===== src/rtl/key_pkg.sv =====
`default_nettype none
// ============================================================================
//  Module      : key_pkg
//  Description : Shared types, constants and helpers for the push-button
//                debouncer (key state encoding, counter sizing, logic levels).
//  Revision    : 1.0 - initial release
// ============================================================================
package key_pkg;

    // Per-key debounce/repeat state
    typedef enum logic [2:0] {
        IDLE         = 3'd0,
        PRESS_WAIT   = 3'd1,
        HELD         = 3'd2,
        REPEAT       = 3'd3,
        RELEASE_WAIT = 3'd4
    } key_state_t;

    // Logic-level names: n* for active-low pins, p* for positive-logic nets
    localparam logic nT = 1'b0;
    localparam logic nF = 1'b1;
    localparam logic pT = 1'b1;
    localparam logic pF = 1'b0;

    // Width needed to hold the largest terminal count without wrapping
    function automatic int cnt_width(input int deb, input int rep_dly, input int rep_per);
        int m;
        m = deb;
        if (rep_dly > m) m = rep_dly;
        if (rep_per > m) m = rep_per;
        return $clog2(m + 1);
    endfunction

endpackage
`default_nettype wire


===== src/rtl/key_debounce_if.sv =====
`default_nettype none
// ============================================================================
//  Module      : key_debounce_if
//  Description : Bundle of raw key pins and conditioned key events.
//                master = the side driving the pins and consuming events,
//                slave  = the debouncer.
//  Revision    : 1.0 - initial release
// ============================================================================
interface key_debounce_if #(
    parameter int NKEY = 3
);
    logic [NKEY-1:0] n_key;
    logic [NKEY-1:0] key_level;
    logic [NKEY-1:0] key_press;
    logic [NKEY-1:0] key_release;
    logic [NKEY-1:0] key_repeat;

    modport master (
        output n_key,
        input  key_level,
        input  key_press,
        input  key_release,
        input  key_repeat
    );

    modport slave (
        input  n_key,
        output key_level,
        output key_press,
        output key_release,
        output key_repeat
    );
endinterface
`default_nettype wire


===== src/rtl/key_debounce_ch.sv =====
`default_nettype none
// ============================================================================
//  Module      : key_debounce_ch
//  Description : One key: two-flop synchroniser, debounce/repeat FSM with a
//                shared stability counter, registered level and strobes.
//  Revision    : 1.0 - initial release
// ============================================================================
module key_debounce_ch
    import key_pkg::*;
#(
    parameter int DEB     = 500_000,
    parameter int REP_DLY = 25_000_000,
    parameter int REP_PER = 5_000_000
) (
    input  wire  clk,
    input  wire  n_rst,
    input  wire  n_key,
    output logic key_level,
    output logic key_press,
    output logic key_release,
    output logic key_repeat
);

    localparam int              CW         = cnt_width(DEB, REP_DLY, REP_PER);
    localparam logic [CW-1:0]   c_DEB_LAST = CW'(DEB - 1);
    localparam logic [CW-1:0]   c_DLY_LAST = (REP_DLY == 0) ? '0 : CW'(REP_DLY - 1);
    localparam logic [CW-1:0]   c_PER_LAST = CW'(REP_PER - 1);
    localparam logic [CW-1:0]   c_CNT_MAX  = '1;
    localparam bit              c_REP_EN   = (REP_DLY != 0);

    logic            r_sync1;
    logic            r_sync2;
    logic            w_raw;
    key_state_t      r_state;
    logic [CW-1:0]   r_cnt;
    logic            r_level;
    logic            r_press;
    logic            r_release;
    logic            r_repeat;

    // Bring the asynchronous active-low pin into the clock domain as positive logic
    always_ff @(posedge clk or negedge n_rst) begin
        if (!n_rst) begin
            r_sync1 <= pF;
            r_sync2 <= pF;
        end else begin
            r_sync1 <= (n_key == nT) ? pT : pF;
            r_sync2 <= r_sync1;
        end
    end

    assign w_raw = r_sync2;

    // Debounce / auto-repeat state machine; strobes default low every cycle
    always_ff @(posedge clk or negedge n_rst) begin
        if (!n_rst) begin
            r_state   <= IDLE;
            r_cnt     <= '0;
            r_level   <= pF;
            r_press   <= pF;
            r_release <= pF;
            r_repeat  <= pF;
        end else begin
            r_press   <= pF;
            r_release <= pF;
            r_repeat  <= pF;
            case (r_state)
                IDLE: begin
                    if (w_raw) begin
                        r_state <= PRESS_WAIT;
                        r_cnt   <= '0;
                    end
                end
                PRESS_WAIT: begin
                    if (!w_raw) begin
                        r_state <= IDLE;
                        r_cnt   <= '0;
                    end else if (r_cnt == c_DEB_LAST) begin
                        r_state <= HELD;
                        r_cnt   <= '0;
                        r_level <= pT;
                        r_press <= pT;
                    end else begin
                        r_cnt <= r_cnt + 1'b1;
                    end
                end
                HELD: begin
                    if (!w_raw) begin
                        r_state <= RELEASE_WAIT;
                        r_cnt   <= '0;
                    end else if (c_REP_EN && (r_cnt == c_DLY_LAST)) begin
                        r_state  <= REPEAT;
                        r_cnt    <= '0;
                        r_repeat <= pT;
                    end else if (r_cnt != c_CNT_MAX) begin
                        // Saturates when repeat is disabled and the key is held forever
                        r_cnt <= r_cnt + 1'b1;
                    end
                end
                REPEAT: begin
                    if (!w_raw) begin
                        r_state <= RELEASE_WAIT;
                        r_cnt   <= '0;
                    end else if (r_cnt == c_PER_LAST) begin
                        r_cnt    <= '0;
                        r_repeat <= pT;
                    end else begin
                        r_cnt <= r_cnt + 1'b1;
                    end
                end
                RELEASE_WAIT: begin
                    if (w_raw) begin
                        // Release bounce: back to HELD, repeat delay restarts
                        r_state <= HELD;
                        r_cnt   <= '0;
                    end else if (r_cnt == c_DEB_LAST) begin
                        r_state   <= IDLE;
                        r_cnt     <= '0;
                        r_level   <= pF;
                        r_release <= pT;
                    end else begin
                        r_cnt <= r_cnt + 1'b1;
                    end
                end
                default: begin
                    r_state <= IDLE;
                    r_cnt   <= '0;
                end
            endcase
        end
    end

    assign key_level   = r_level;
    assign key_press   = r_press;
    assign key_release = r_release;
    assign key_repeat  = r_repeat;

endmodule
`default_nettype wire


===== src/rtl/key_debounce.sv =====
`default_nettype none
// ============================================================================
//  Module      : key_debounce
//  Description : NKEY independent push-button conditioners producing debounced
//                level, press/release strobes and auto-repeat strobes.
//  Revision    : 1.0 - initial release
// ============================================================================
module key_debounce
    import key_pkg::*;
#(
    parameter int NKEY    = 3,
    parameter int DEB     = 500_000,
    parameter int REP_DLY = 25_000_000,
    parameter int REP_PER = 5_000_000
) (
    input  wire             clk,
    input  wire             n_rst,
    key_debounce_if.slave   kif
);

    logic [NKEY-1:0] w_level;
    logic [NKEY-1:0] w_press;
    logic [NKEY-1:0] w_release;
    logic [NKEY-1:0] w_repeat;

    // One fully independent channel per key, no arbitration between them
    for (genvar g = 0; g < NKEY; g++) begin : g_key
        key_debounce_ch #(
            .DEB     (DEB),
            .REP_DLY (REP_DLY),
            .REP_PER (REP_PER)
        ) u_ch (
            .clk         (clk),
            .n_rst       (n_rst),
            .n_key       (kif.n_key[g]),
            .key_level   (w_level[g]),
            .key_press   (w_press[g]),
            .key_release (w_release[g]),
            .key_repeat  (w_repeat[g])
        );
    end

    assign kif.key_level   = w_level;
    assign kif.key_press   = w_press;
    assign kif.key_release = w_release;
    assign kif.key_repeat  = w_repeat;

endmodule
`default_nettype wire

===== src/flat_wrapper.sv =====
// flat-port wrapper written by rule: the top's interface ports become plain ports
module key_debounce_flat import key_pkg::*;
#(
    parameter int NKEY    = 3,
    parameter int DEB     = 500_000,
    parameter int REP_DLY = 25_000_000,
    parameter int REP_PER = 5_000_000
)
  (clk, n_rst, kif_n_key, kif_key_level, kif_key_press, kif_key_release, kif_key_repeat);
  key_debounce_if #(.NKEY(NKEY)) kif_i ();
  input  wire clk;
  input  wire n_rst;
  input wire logic [$bits(kif_i.n_key)-1:0] kif_n_key;
  output wire logic [$bits(kif_i.key_level)-1:0] kif_key_level;
  output wire logic [$bits(kif_i.key_press)-1:0] kif_key_press;
  output wire logic [$bits(kif_i.key_release)-1:0] kif_key_release;
  output wire logic [$bits(kif_i.key_repeat)-1:0] kif_key_repeat;
  assign kif_i.n_key = kif_n_key;
  assign kif_key_level = kif_i.key_level;
  assign kif_key_press = kif_i.key_press;
  assign kif_key_release = kif_i.key_release;
  assign kif_key_repeat = kif_i.key_repeat;
  key_debounce #(.NKEY(NKEY), .DEB(DEB), .REP_DLY(REP_DLY), .REP_PER(REP_PER)) u_core (.clk(clk), .n_rst(n_rst), .kif(kif_i));
endmodule

===== config.mk =====
export PLATFORM = sky130hd
export DESIGN_NAME = key_debounce_flat
export DESIGN_NICKNAME = d
export VERILOG_FILES = /design/src/rtl/key_pkg.sv /design/src/rtl/key_debounce_if.sv /design/src/rtl/key_debounce_ch.sv /design/src/rtl/key_debounce.sv /design/src/flat_wrapper.sv
export SDC_FILE = /design/constraint.sdc
export NUM_CORES = 1
export LEC_CHECK = 0
export CAP_MARGIN = 15
export CORE_ASPECT_RATIO = 0.7
export CORE_MARGIN = 5
export CORE_UTILIZATION = 35
export CTS_BUF_LIST = sky130_fd_sc_hd__clkbuf_4
export DETAILED_ROUTE_END_ITERATION = 8
export SLEW_MARGIN = 20
export SYNTH_ARGS = -nofsm -noshare
export SYNTH_HDL_FRONTEND = slang
export SYNTH_SLANG_ARGS = --single-unit

===== constraint.sdc =====
create_clock -name clk -period 5.85 [get_ports clk]
set_input_delay 0.585 -clock clk [delete_from_list [all_inputs] [get_ports clk]]
set_output_delay 0.585 -clock clk [all_outputs]
set_load 0.01 [all_outputs]

# Word level (Yosys, flattened, before mapping)
# Index checks and enable logic that the tools add are counted.
# word_totals
regBits,102
input_bits,5
output_inout_bits,12
wordCells,201
# op_classes
n_addsub,3
n_eq_ne,54
muxes,105
n_reduce_logical,15
# op_table
cell,count
2-to-1 mux 25 bit,27
one-hot mux 25 bit (5 select lines),3
"adder 25 x 1 -> 25 bit, second input constant",3
"== test 25 x 19 -> 1 bit, second input constant",3
"== test 25 x 23 -> 1 bit, second input constant",3
"== test 25 bit, second input constant",3
"inequality test 25 bit, second input constant",3
2-to-1 mux 3 bit,24
one-hot mux 3 bit (5 select lines),3
2-to-1 mux 1 bit,42
"inequality test 2 bit, second input constant",18
AND reduction 5 bit,6
"inequality test 3 bit, second input constant",9
"== test 3 x 2 -> 1 bit, second input constant",6
"inequality test 4 bit, second input constant",3
one-hot mux 1 bit (2 select lines),6
"== test 3 x 1 -> 1 bit, second input constant",3
"== test 3 bit, second input constant",3
zero test 3 bit,3
AND reduction 2 bit,3
nonzero test 2 bit,3

# Logic depth before layout (Yosys ltp)
# depth
word_depth,5
mapped_depth,9
mapped_depth_nobuf,7

# By module
# Synthesis repeated with hierarchy kept, for this count alone.
# hier_totals
hier_cells,673
hier_area_um2,6044.5
# modules_own_cells
mod,instances,cells_each,area_each_um2,seq_area_each_um2
key_debounce_ch at u_core.g_key[1].u_ch,1,235,2057.0,850.8
key_debounce_ch at u_core.g_key[2].u_ch,1,220,1995.7,850.8
key_debounce_ch at u_core.g_key[0].u_ch,1,218,1991.9,850.8

# Worst setup path before layout
# No wires, ideal clock.
# synth_timing
path_type,reg2reg
startpoint,reg u_core.g_key[2].u_ch.r_cnt[10]
endpoint,reg u_core.g_key[2].u_ch.r_cnt[18]
setup_ns,0.131
arrival_ns,2.576
t_required_ns,5.719
path_slack_ns,3.143
path_stages_with_launch,9
n_path_buf,2
synth_period_minus_slack_ns,2.707
cell_sequence,dfrtp_1 or4_4 or4b_1 or3_4 a22o_1 buf_6 buf_6 a31oi_1 o31ai_1
# synth_between
elab_chain_len,5
word_cells_on_any_way,16
cone_classes,add/sub: 1; eq/ne: 5; mux: 9; reduce/logical: 1
# synth_lines
element,line_no,text
"start, declared",key_debounce_ch.sv:35,logic [CW-1:0] r_cnt;
"start signal, assigned",key_debounce_ch.sv:84,r_cnt <= r_cnt + 1'b1;
"start signal, assigned",key_debounce_ch.sv:97,r_cnt <= r_cnt + 1'b1;
"start signal, assigned",key_debounce_ch.sv:108,r_cnt <= r_cnt + 1'b1;
adder 25 x 1 -> 25 bit,n/a,
2-to-1 mux 25 bit,key_debounce_ch.sv:95,end else if (r_cnt != c_CNT_MAX) begin
2-to-1 mux 25 bit,key_debounce_ch.sv:91,end else if (c_REP_EN && (r_cnt == c_DLY_LAST)) begin
2-to-1 mux 25 bit,key_debounce_ch.sv:88,if (!w_raw) begin
one-hot mux 25 bit (5 select lines),key_debounce_ch.sv:67,case (r_state)
# Parallel ways exist; a longest one is shown, timed or not. The select of a mux whose other input is x is not followed.
# A chain may end at the register's enable or synchronous reset.

# Worst setup path after layout
# layout_timing
startpoint,reg u_core.g_key[2].u_ch.r_cnt[0]
endpoint,reg u_core.g_key[2].u_ch.r_cnt[17]
# The elaborated chain is that of the path after synthesis.

==> impl_metrics.json <==
{
  "nets": 689,
  "fin_setup_tns_ns": 0,
  "r2r_end": "u_core.g_key[2].u_ch.r_cnt[17]",
  "synth_largest_area_cell": "dfrtp_1",
  "synthTopCellsByArea": "dfrtp_1 (42%), nand3_1 (4.1%), nand2_1 (3.4%), a22o_1 (3.0%), o21ai_0 (2.7%)",
  "clock-sinks": 102,
  "yosysTopAreaCellShare": 0.418,
  "crit_family": "simple AND/OR/NAND/NOR gates",
  "yosysWarnings": 0,
  "setup_viol": 0,
  "syn_to_final_growth_pct": 5.60,
  "core_area_sq_mm": 0.0172,
  "crit-reg2reg-launch": "u_core.g_key[2].u_ch.r_cnt[0]",
  "slew_violations": 0,
  "routed_wl_mm": 14.6,
  "gp_congestion": 0.900,
  "cts_setup_buffers": 0,
  "crit_path_cell_trace": "ha_1, nand4_1, nor3_1, a41o_1, or4_1, a21boi_0, a21o_1",
  "final_common_cell": "dfrtp_1",
  "min_path_type": "reg -> reg",
  "antenna_found_initial": 0,
  "place_ws_ns": 2.37,
  "syn_nets": 709,
  "die_w_um": 168,
  "rrSetupSlack_ns": 2.55,
  "ys_ff_latch": 102,
  "post-dp-hpwl_mm": 10.1,
  "slowest_stage": "a41o_1",
  "fin_util": 0.376,
  "grt_util_all_layers": 0.149,
  "cts_buffer_depth": 2,
  "syn-instance-count": 701,
  "dieHeight_um": 120,
  "hold_viol": 0,
  "n_fill_cell": 1709,
  "avgSynthCellArea_sq_um": 8.71,
  "grt_remaining_overflow": 0,
  "drt-pass1-iter-count": 5,
  "drive_gt1_frac": 0.0598,
  "synth_edf_count": 0,
  "cp-start-kind": "flip-flop",
  "placementRows": 40,
  "die_area_sq_mm": 0.0202,
  "relSlewSlack": 0.316,
  "start_util": 0.356,
  "timing.final.ws_setup_ns": 2.55,
  "drv_cap": 0,
  "first_iter_violations": 560,
  "clk_pin_slew_ns": 0.16,
  "clockRootBuffer": "clkbuf_4",
  "async_reset_ff_frac": 1.00,
  "viasPerCell": 5.92,
  "fmax_mhz": 303,
  "min_path_cells": 0,
  "placed_cells": 900,
  "via_count": 5427,
  "ant_nets": 0,
  "fin_area_sq_mm": 0.00645,
  "hold_path_end": "u_core.g_key[2].u_ch.r_sync2",
  "grt_pass1_vias": 5035,
  "grt_pass1_wl_mm": 25.4,
  "netlist_area_sq_mm": 0.00610,
  "boundaryPins": 17,
  "skew_ns": 0.0204,
  "io_buffers": 16,
  "synth-seq-area-share": 0.418,
  "grt_max_degree": 76,
  "final_cell_mix": "dfrtp_1 (102), nand2_1 (56), nand3_1 (50)",
  "max_stage_delay_ns": 0.98,
  "worst_pin_slew_ns": 1.03,
  "yosysUniqueCellTypes": 61,
  "layout.cells.non_filler": 917,
  "p_per_area_mw_per_mm2": 174,
  "clock_latency_ns": 0.48,
  "htree_levels": 3,
  "vdd_ir_drop_max_uv": 78.9,
  "cts_tree": "done",
  "period_share": 0.564,
  "drc_errors": 0,
  "min_from": "u_core.g_key[2].u_ch.r_sync1",
  "path_buf_inv": 0,
  "dpl-instance-area_sq_mm": 0.00632,
  "cts_buffers": 9,
  "r2r_cells": 7,
  "crit_arrival_ns": 3.70,
  "hold_slack_ns": 0.367,
  "fin_total_pwr_mw": 1.12,
  "avgRoutedWirePerCell_um": 15.9,
  "yosys_most_used_dff": "dfrtp_1",
  "antenna_cells": 0,
  "crit_fanout": 28,
  "cp.required_ns": 6.25,
  "critPathKind": "reg -> reg",
  "rsz0062_at_grt": "false",
  "worstSetupEndpointType": "flip-flop",
  "power.leakage_nw": 2.41,
  "status": "finished, final reports clean",
  "final.min_clock_period_ns": 3.30
}
## how the worst max path moves through the flow
stage	start	cells past startpoint	end
4_1_cts	u_core.g_key[2].u_ch.r_cnt[10]	6	u_core.g_key[2].u_ch.r_cnt[0]
6_report	u_core.g_key[2].u_ch.r_cnt[0]	7	u_core.g_key[2].u_ch.r_cnt[17]
2_1_floorplan	u_core.g_key[2].u_ch.r_cnt[10]	8	u_core.g_key[2].u_ch.r_cnt[18]
5_1_grt	u_core.g_key[1].u_ch.r_cnt[0]	6	u_core.g_key[1].u_ch.r_cnt[23]
3_3_place_gp	u_core.g_key[2].u_ch.r_cnt[10]	6	u_core.g_key[2].u_ch.r_cnt[5]
3_5_place_dp	u_core.g_key[2].u_ch.r_cnt[10]	6	u_core.g_key[2].u_ch.r_cnt[0]
## worst register-to-register path: stages (launching register included)
cell,delay [ns]
dfrtp_1,0.43
ha_1,0.25
nand4_1,0.26
nor3_1,0.82
a41o_1,0.98
or4_1,0.23
a21boi_0,0.09
a21o_1,0.16
## power breakdown
group / leakage, nW / switching, mW / internal (mW) / total (mW)
clock: 0.0672 / 0.236 / 0.0979 / 0.334
combinational: 0.938 / 0.0535 / 0.0184 / 0.0719
sequential: 1.40 / 0.00776 / 0.711 / 0.719
total: 2.41 / 0.297 / 0.827 / 1.12
## cell usage after synthesis, types with 4 or more instances
| cell | number |
|---|---|
| or3_1 | 7 |
| or4_1 | 5 |
| nor4bb_1 | 4 |
| o41ai_1 | 9 |
| nor3b_1 | 6 |
| a31oi_1 | 10 |
| nor3_1 | 21 |
| o21bai_1 | 4 |
| o311ai_0 | 5 |
| or2_2 | 6 |
| o22ai_1 | 8 |
| a21oi_1 | 31 |
| nand2_1 | 56 |
| and3_1 | 14 |
| and2_1 | 10 |
| a22oi_2 | 5 |
| o21ai_0 | 33 |
| and4_1 | 7 |
| nor4_1 | 24 |
| o21a_1 | 8 |
| nor2_1 | 42 |
| dfrtp_1 | 102 |
| nand4_1 | 24 |
| nand3b_1 | 6 |
| a22o_1 | 21 |
| nand3_1 | 50 |
| inv_1 | 29 |
| buf_4 | 12 |
| nand2b_1 | 10 |
| o211ai_1 | 8 |
| a21o_1 | 6 |
| o31ai_1 | 20 |
| nor2b_1 | 13 |
| clkbuf_1 | 33 |
| o21ai_1 | 4 |
## sequential cells by signal (all words and copies together) (netlist names)
register                       flops
u_core.g_key.u_ch.key_repeat       3
u_core.g_key.u_ch.r_state          9
u_core.g_key.u_ch.r_cnt           75
u_core.g_key.u_ch.key_release      3
u_core.g_key.u_ch.r_sync2          3
u_core.g_key.u_ch.r_sync1          3
u_core.g_key.u_ch.key_level        3
u_core.g_key.u_ch.key_press        3
## repair_timing
| action | in CTS | in global routing |
|---|---|---|
| hold buffers | 1 | 0 |
| hold endpoints to repair | 27 | 0 |
| endpoints found under the setup margin | 0 | 0 |
| resized for setup | 0 | 0 |
## logic make-up (layout without fill, tap and decap cells)
logic type                 after synthesis  after routing  synth area share
AOI/OAI and AO/OA                      192            192             0.219
buffers and inverters                   81             66            0.0611
and+or+nand+nor                        322            322             0.294
DFF                                    102            102             0.418
adders and majority gates                3              3           0.00615
muxes                                    1              1           0.00164
## layer usage
layer / global-route usage / share of wire
met5: 0 / 0
met2: 0.209 / 0.42
met3: 0.0373 / 0.055
met4: 0.0400 / 0.013
met1: 0.226 / 0.51
## layout make-up
cell class	count	area [sq um]	area share
Multi-Input combinational cell	518	3180	0.493
Sequential cell	102	2550	0.396
Tap cell	231	289	0.0448
Timing Repair Buffer	21	198	0.0307
Inverter	29	109	0.0169
Clock buffer	11	82.6	0.0128
Clock inverter	5	35.0	0.00543
Note: power is estimated with default switching activity, not from simulation.
